[src/rtl/vga_pkg.sv]
// vga_pkg: shared coordinate type and default 640x480@60 Hz raster timing.
package vga_pkg;

  typedef logic [9:0] coord_t;

  // Horizontal timing, in pixels
  localparam int H_VISIBLE = 640;
  localparam int H_FRONT   = 16;
  localparam int H_SYNC    = 96;
  localparam int H_BACK    = 48;
  localparam int H_TOTAL   = H_VISIBLE + H_FRONT + H_SYNC + H_BACK;

  // Vertical timing, in lines
  localparam int V_VISIBLE = 480;
  localparam int V_FRONT   = 10;
  localparam int V_SYNC    = 2;
  localparam int V_BACK    = 33;
  localparam int V_TOTAL   = V_VISIBLE + V_FRONT + V_SYNC + V_BACK;

  // Inclusive sync windows (active-low pulse while count is inside)
  localparam int H_SYNC_START = H_VISIBLE + H_FRONT;
  localparam int H_SYNC_END   = H_SYNC_START + H_SYNC - 1;
  localparam int V_SYNC_START = V_VISIBLE + V_FRONT;
  localparam int V_SYNC_END   = V_SYNC_START + V_SYNC - 1;

endpackage

[src/rtl/vga_axis_counter.sv]
// vga_axis_counter: one raster axis. Counts 0..TOTAL-1 on en, flags the wrap
// combinationally, and registers sync_n/visible from the next count so they
// move on the same edge as count.
module vga_axis_counter
  import vga_pkg::*;
#(
  parameter int TOTAL      = 800,
  parameter int SYNC_START = 656,
  parameter int SYNC_END   = 751,
  parameter int VISIBLE    = 640
) (
  input  logic       Clk,
  input  logic       Reset,
  input  logic       en,
  output logic [9:0] count,
  output logic       wrap,
  output logic       sync_n,
  output logic       visible
);

  localparam coord_t LAST = coord_t'(TOTAL - 1);
  localparam coord_t SS   = coord_t'(SYNC_START);
  localparam coord_t SE   = coord_t'(SYNC_END);
  localparam coord_t VIS  = coord_t'(VISIBLE);

  coord_t count_q, count_d;
  logic   sync_n_q, visible_q;

  assign wrap = en && (count_q == LAST);

  // Next count: hold, increment, or wrap to zero
  always_comb begin
    count_d = count_q;
    if (en) count_d = (count_q == LAST) ? '0 : count_q + 10'd1;
  end

  // Count plus decoded sync/visible, all taken from the next-state value
  always_ff @(posedge Clk) begin
    if (Reset) begin
      count_q   <= '0;
      sync_n_q  <= 1'b1;
      visible_q <= 1'b1;
    end else begin
      count_q   <= count_d;
      sync_n_q  <= !((count_d >= SS) && (count_d <= SE));
      visible_q <= (count_d < VIS);
    end
  end

  assign count   = count_q;
  assign sync_n  = sync_n_q;
  assign visible = visible_q;

endmodule

[src/rtl/vga_timing_gen.sv]
// vga_timing_gen: VGA raster timing on the system clock with a pixel-rate
// clock enable. Optional macro VGA_RGB_PIPE_EN delays hs/vs/blank by one
// pixel to match a registered colour path; coordinates and frame_tick are
// unaffected.
module vga_timing_gen #(
  parameter int CLK_DIV   = 2,
  parameter int H_VISIBLE = vga_pkg::H_VISIBLE,
  parameter int H_FRONT   = vga_pkg::H_FRONT,
  parameter int H_SYNC    = vga_pkg::H_SYNC,
  parameter int H_BACK    = vga_pkg::H_BACK,
  parameter int V_VISIBLE = vga_pkg::V_VISIBLE,
  parameter int V_FRONT   = vga_pkg::V_FRONT,
  parameter int V_SYNC    = vga_pkg::V_SYNC,
  parameter int V_BACK    = vga_pkg::V_BACK
) (
  input  logic       Clk,
  input  logic       Reset,
  output logic       pixel_en,
  output logic [9:0] DrawX,
  output logic [9:0] DrawY,
  output logic       hs,
  output logic       vs,
  output logic       blank,
  output logic       sync,
  output logic       frame_tick
);
  import vga_pkg::*;

  localparam int H_TOT = H_VISIBLE + H_FRONT + H_SYNC + H_BACK;
  localparam int V_TOT = V_VISIBLE + V_FRONT + V_SYNC + V_BACK;

  // CLK_DIV == 1 still needs a 1-bit divider register; it just stays at 0
  localparam int DIV_W = (CLK_DIV > 1) ? $clog2(CLK_DIV) : 1;
  localparam logic [DIV_W-1:0] DIV_LAST = DIV_W'(CLK_DIV - 1);

  logic [DIV_W-1:0] div_q, div_d;
  logic             pixel_en_q;

  // Divider next state
  always_comb div_d = (div_q == DIV_LAST) ? '0 : div_q + DIV_W'(1);

  // Divider and registered pixel strobe, high while div_q sits at its last value
  always_ff @(posedge Clk) begin
    if (Reset) begin
      div_q      <= '0;
      pixel_en_q <= 1'b0;
    end else begin
      div_q      <= div_d;
      pixel_en_q <= (div_d == DIV_LAST);
    end
  end

  coord_t h_cnt, v_cnt;
  logic   h_wrap, h_sync_n, h_vis;
  logic   v_wrap_unused, v_sync_n, v_vis;

  vga_axis_counter #(
    .TOTAL      (H_TOT),
    .SYNC_START (H_VISIBLE + H_FRONT),
    .SYNC_END   (H_VISIBLE + H_FRONT + H_SYNC - 1),
    .VISIBLE    (H_VISIBLE)
  ) u_h (
    .Clk     (Clk),
    .Reset   (Reset),
    .en      (pixel_en_q),
    .count   (h_cnt),
    .wrap    (h_wrap),
    .sync_n  (h_sync_n),
    .visible (h_vis)
  );

  // Vertical axis steps only on the end-of-line pixel
  vga_axis_counter #(
    .TOTAL      (V_TOT),
    .SYNC_START (V_VISIBLE + V_FRONT),
    .SYNC_END   (V_VISIBLE + V_FRONT + V_SYNC - 1),
    .VISIBLE    (V_VISIBLE)
  ) u_v (
    .Clk     (Clk),
    .Reset   (Reset),
    .en      (h_wrap),
    .count   (v_cnt),
    .wrap    (v_wrap_unused),
    .sync_n  (v_sync_n),
    .visible (v_vis)
  );

  logic frame_tick_q, frame_tick_d;

  // Tick on the edge that moves the raster from the last visible line into blanking
  always_comb frame_tick_d = h_wrap && (v_cnt == coord_t'(V_VISIBLE - 1));

  // Registered frame tick
  always_ff @(posedge Clk) begin
    if (Reset) frame_tick_q <= 1'b0;
    else       frame_tick_q <= frame_tick_d;
  end

`ifdef VGA_RGB_PIPE_EN
  logic hs_q, vs_q, blank_q;

  // One-pixel delay so sync/blank line up with a colour value read one pixel late
  always_ff @(posedge Clk) begin
    if (Reset) begin
      hs_q    <= 1'b1;
      vs_q    <= 1'b1;
      blank_q <= 1'b1;
    end else if (pixel_en_q) begin
      hs_q    <= h_sync_n;
      vs_q    <= v_sync_n;
      blank_q <= h_vis & v_vis;
    end
  end

  assign hs    = hs_q;
  assign vs    = vs_q;
  assign blank = blank_q;
`else
  assign hs    = h_sync_n;
  assign vs    = v_sync_n;
  assign blank = h_vis & v_vis;
`endif

  assign pixel_en   = pixel_en_q;
  assign DrawX      = h_cnt;
  assign DrawY      = v_cnt;
  assign sync       = 1'b0;
  assign frame_tick = frame_tick_q;

endmodule

[config.mk]
export PLATFORM = sky130hd
export DESIGN_NAME = vga_timing_gen
export DESIGN_NICKNAME = d
export VERILOG_FILES = /design/src/rtl/vga_pkg.sv /design/src/rtl/vga_axis_counter.sv /design/src/rtl/vga_timing_gen.sv
export SDC_FILE = /design/constraint.sdc
export NUM_CORES = 1
export LEC_CHECK = 0
export CAP_MARGIN = 0
export CORE_ASPECT_RATIO = 1.75
export CORE_UTILIZATION = 48
export DETAILED_ROUTE_END_ITERATION = 10
export GPL_TIMING_DRIVEN = 0
export PLACE_DENSITY_LB_ADDON = 0.2
export SLEW_MARGIN = 5
export SYNTH_ARGS = -nofsm -noshare
export SYNTH_HDL_FRONTEND = slang
export SYNTH_SLANG_ARGS = --single-unit
[constraint.sdc]
create_clock -name Clk -period 2.5 [get_ports Clk]
set_clock_uncertainty 0.05 [all_clocks]
set_input_delay 0.75 -clock Clk [delete_from_list [all_inputs] [get_ports Clk]]
set_output_delay 0.75 -clock Clk [all_outputs]
set_load 0.02 [all_outputs]
==> metrics.txt <==
Seq/Total Area, Yosys 0.354; Placed Instance Area 0.00176 mm2; Finish-stage setup viols 0; layout cells sized above 1 0.104; antenna cells 0; initial antenna violation count 0; worst slew pin tran 549 ps; Clock Latency Late Sink 270 ps; Synth Flop Type dfxtp_1; Inserted Clock Buffers 3; Post-Synthesis Cells 183; YS warnings 0; CP Data Arrival Time 2450 ps; Worst path slowest cell or4_4; Post-synth EDFFs 0; 1st-pass router iterations 9; cell mode on critical path or4_4; Seq cells post-synth 26; Final Hold Slack 459 ps; number of remaining DRC errors 3; crit path cell chain ha_2, nand3_4, or4_4, or4_4, a221oi_2, o2111ai_1; Synth area leader dfxtp_1; remaining antenna violation count 0; Peak Freq 422 MHz; register area 522 um2; crit path time final 2370 ps; first-pass GRT wire length 6250 um; Area growth syn-to-layout 25.0%; Initial Util 0.502; relative slew slack 0.634; Slew Limit Fails 0; Max Cap Viol 0; Worst Setup End Kind flop; chip width 43.8 um; DP HPWL 2890 um; peak supply drop 0.330 mV; Synth top area share 0.354; Core Region 0.00293 mm2; crit-path max FO 8; # fillers 272; ys async rst share 0; CP delay by family, top simple AND/OR/NAND/NOR gates; CTS tree built; Die Ht 75.2 um; Core Util, Final 0.627; status finished, violations left; largest net degree at the start of global routing 14; Hold Fails Final Rpt 0; I/O pins 28; Post-Syn Nets 188; pwr dens 383 mW/mm2; Avg Inst Size Synth 8.03 um2; CP Buf/Inv Count 0; Startpoint Class flop; WP data required 2580 ps; H-tree depth 1; vias per inst 6.18; nets 219; Total Die Area 0.00329 mm2; failing checks DRC; vias in the first global route 1409; Placed Cells 237; row cnt 26; CTS root buf clkbuf_8; Synth cell types 46; max incr delay on CP 490 ps; WL per Instance 16.1 um; Non-Filler Instances 240; Total Wirelength 3850 um; GP Congestion 0.884; period utilization 0.947; Port-buffer cells 26; RSZ-0062 raised after global routing false; grt ovf 0; Leakage 0.561 nW; clock-pin slew on the worst setup and hold paths 90 ps; via count 1482; clk sinks 26; most area-consuming cells after synthesis dfxtp_1, nor2_1, nand4_1, a21oi_1, nand2_1; Total GRT Usage 0.249; Worst Setup Path Type flop to flop; DRT iter0 DRCs 31; cell area after synthesis 0.00147 mm2; maximum buffer depth of the clock tree 2; Final Cell Area 0.00184 mm2; Multi-input gate area 911 um2; class of the worst hold path flop to flop; hold buffers post-CTS 0
## layout by cell type (no fill, tap or decap), types with 4 or more instances in the layout
cell type,instances
o21ai_0,4
nand4_1,9
clkbuf_1,8
dfxtp_1,25
clkdlybuf4s50_1,26
nor3_1,6
nand2b_1,4
nor4_1,5
nand2_1,14
a21oi_1,11
nor2_1,21
nand3b_1,6
nand3_1,9
## worst reg2reg max path, delay by kind of cell (launching register included)
family | cells | cell delay (ps)
compound gates | 2 | 450
fa+ha+maj | 1 | 270
simple gates | 3 | 1070
flops | 1 | 390
## state kept, by name, summed over array words and instances (netlist names)
register	count
u_v.visible	1
frame_tick	1
u_v.count	10
u_v.sync_n	1
pixel_en	1
u_h.sync_n	1
u_h.count	10
u_h.visible	1
## kinds of logic (layout without fill, tap and decap cells)
group	count (synthesis)	after routing	synth area share
XOR/XNOR	5	5	0.0298
flip-flops	26	26	0.354
multiplexers	2	2	0.0145
AND/OR/NAND/NOR	98	98	0.379
adder cells (fa/ha/maj)	3	3	0.0256
other	1	1	0.00255
AO/OA/AOI/OAI	33	33	0.150
buffers and inverters	15	44	0.0443
## cell usage after synthesis, types with 4 or more instances
master,count
nand3b_1,6
dfxtp_1,26
nand2b_1,4
nor2_1,21
clkbuf_1,9
nand2_1,14
o21ai_0,4
nor4_1,6
nand3_1,10
a21oi_1,11
nand4_1,9
nor3_1,6
## final cells by class
type / instances / area share
multi-input combinational: 142 / 0.496
sequential: 26 / 0.284
timing repair buffer: 26 / 0.142
buffer: 12 / 0.0300
clock buffer: 3 / 0.0225
tap: 28 / 0.0191
inverter: 3 / 0.00613
## power breakdown
| group | switching [mW] | leakage [nW] | internal (mW) |
|---|---|---|---|
| clock network | 0.128 | 0.0216 | 0.108 |
| logic | 0.0249 | 0.329 | 0.0178 |
| registers | 0.00511 | 0.211 | 0.419 |
## what timing repair did
item	in CTS	in global routing
setup endpoints to repair	2	3
gates resized for setup	2	5
buffers inserted	0	0
pin swaps	0	0
## layer usage
metal,up-vias,wire (um),GRT usage
met1,702,1550,0.264
li1,732,-,-
met4,0,84,0.104
met5,-,0,0
met2,39,2120,0.488
met3,9,97,0.0168
## through the flow
step / worst slack [ps] / TNS [ps] / power [mW]
floorplan: 66.9 / 0 / 0.456
global placement: -111 / -152 / 0.474
detailed placement: -108 / -138 / 0.475
CTS: 17.7 / 0 / 0.709
global route: 3.17 / 0 / 0.726
finish: 132 / 0 / 0.703
## final timing paths
path	cells after the start	slack, ps	to	from
min reg2reg	2	460	u_h.count[0]	u_h.count[0]
max reg2reg	6	130	u_v.sync_n	u_h.count[1]
min	2	460	u_h.count[0]	u_h.count[0]
max	6	130	u_v.sync_n	u_h.count[1]
Power figures use the tool's default switching activity.
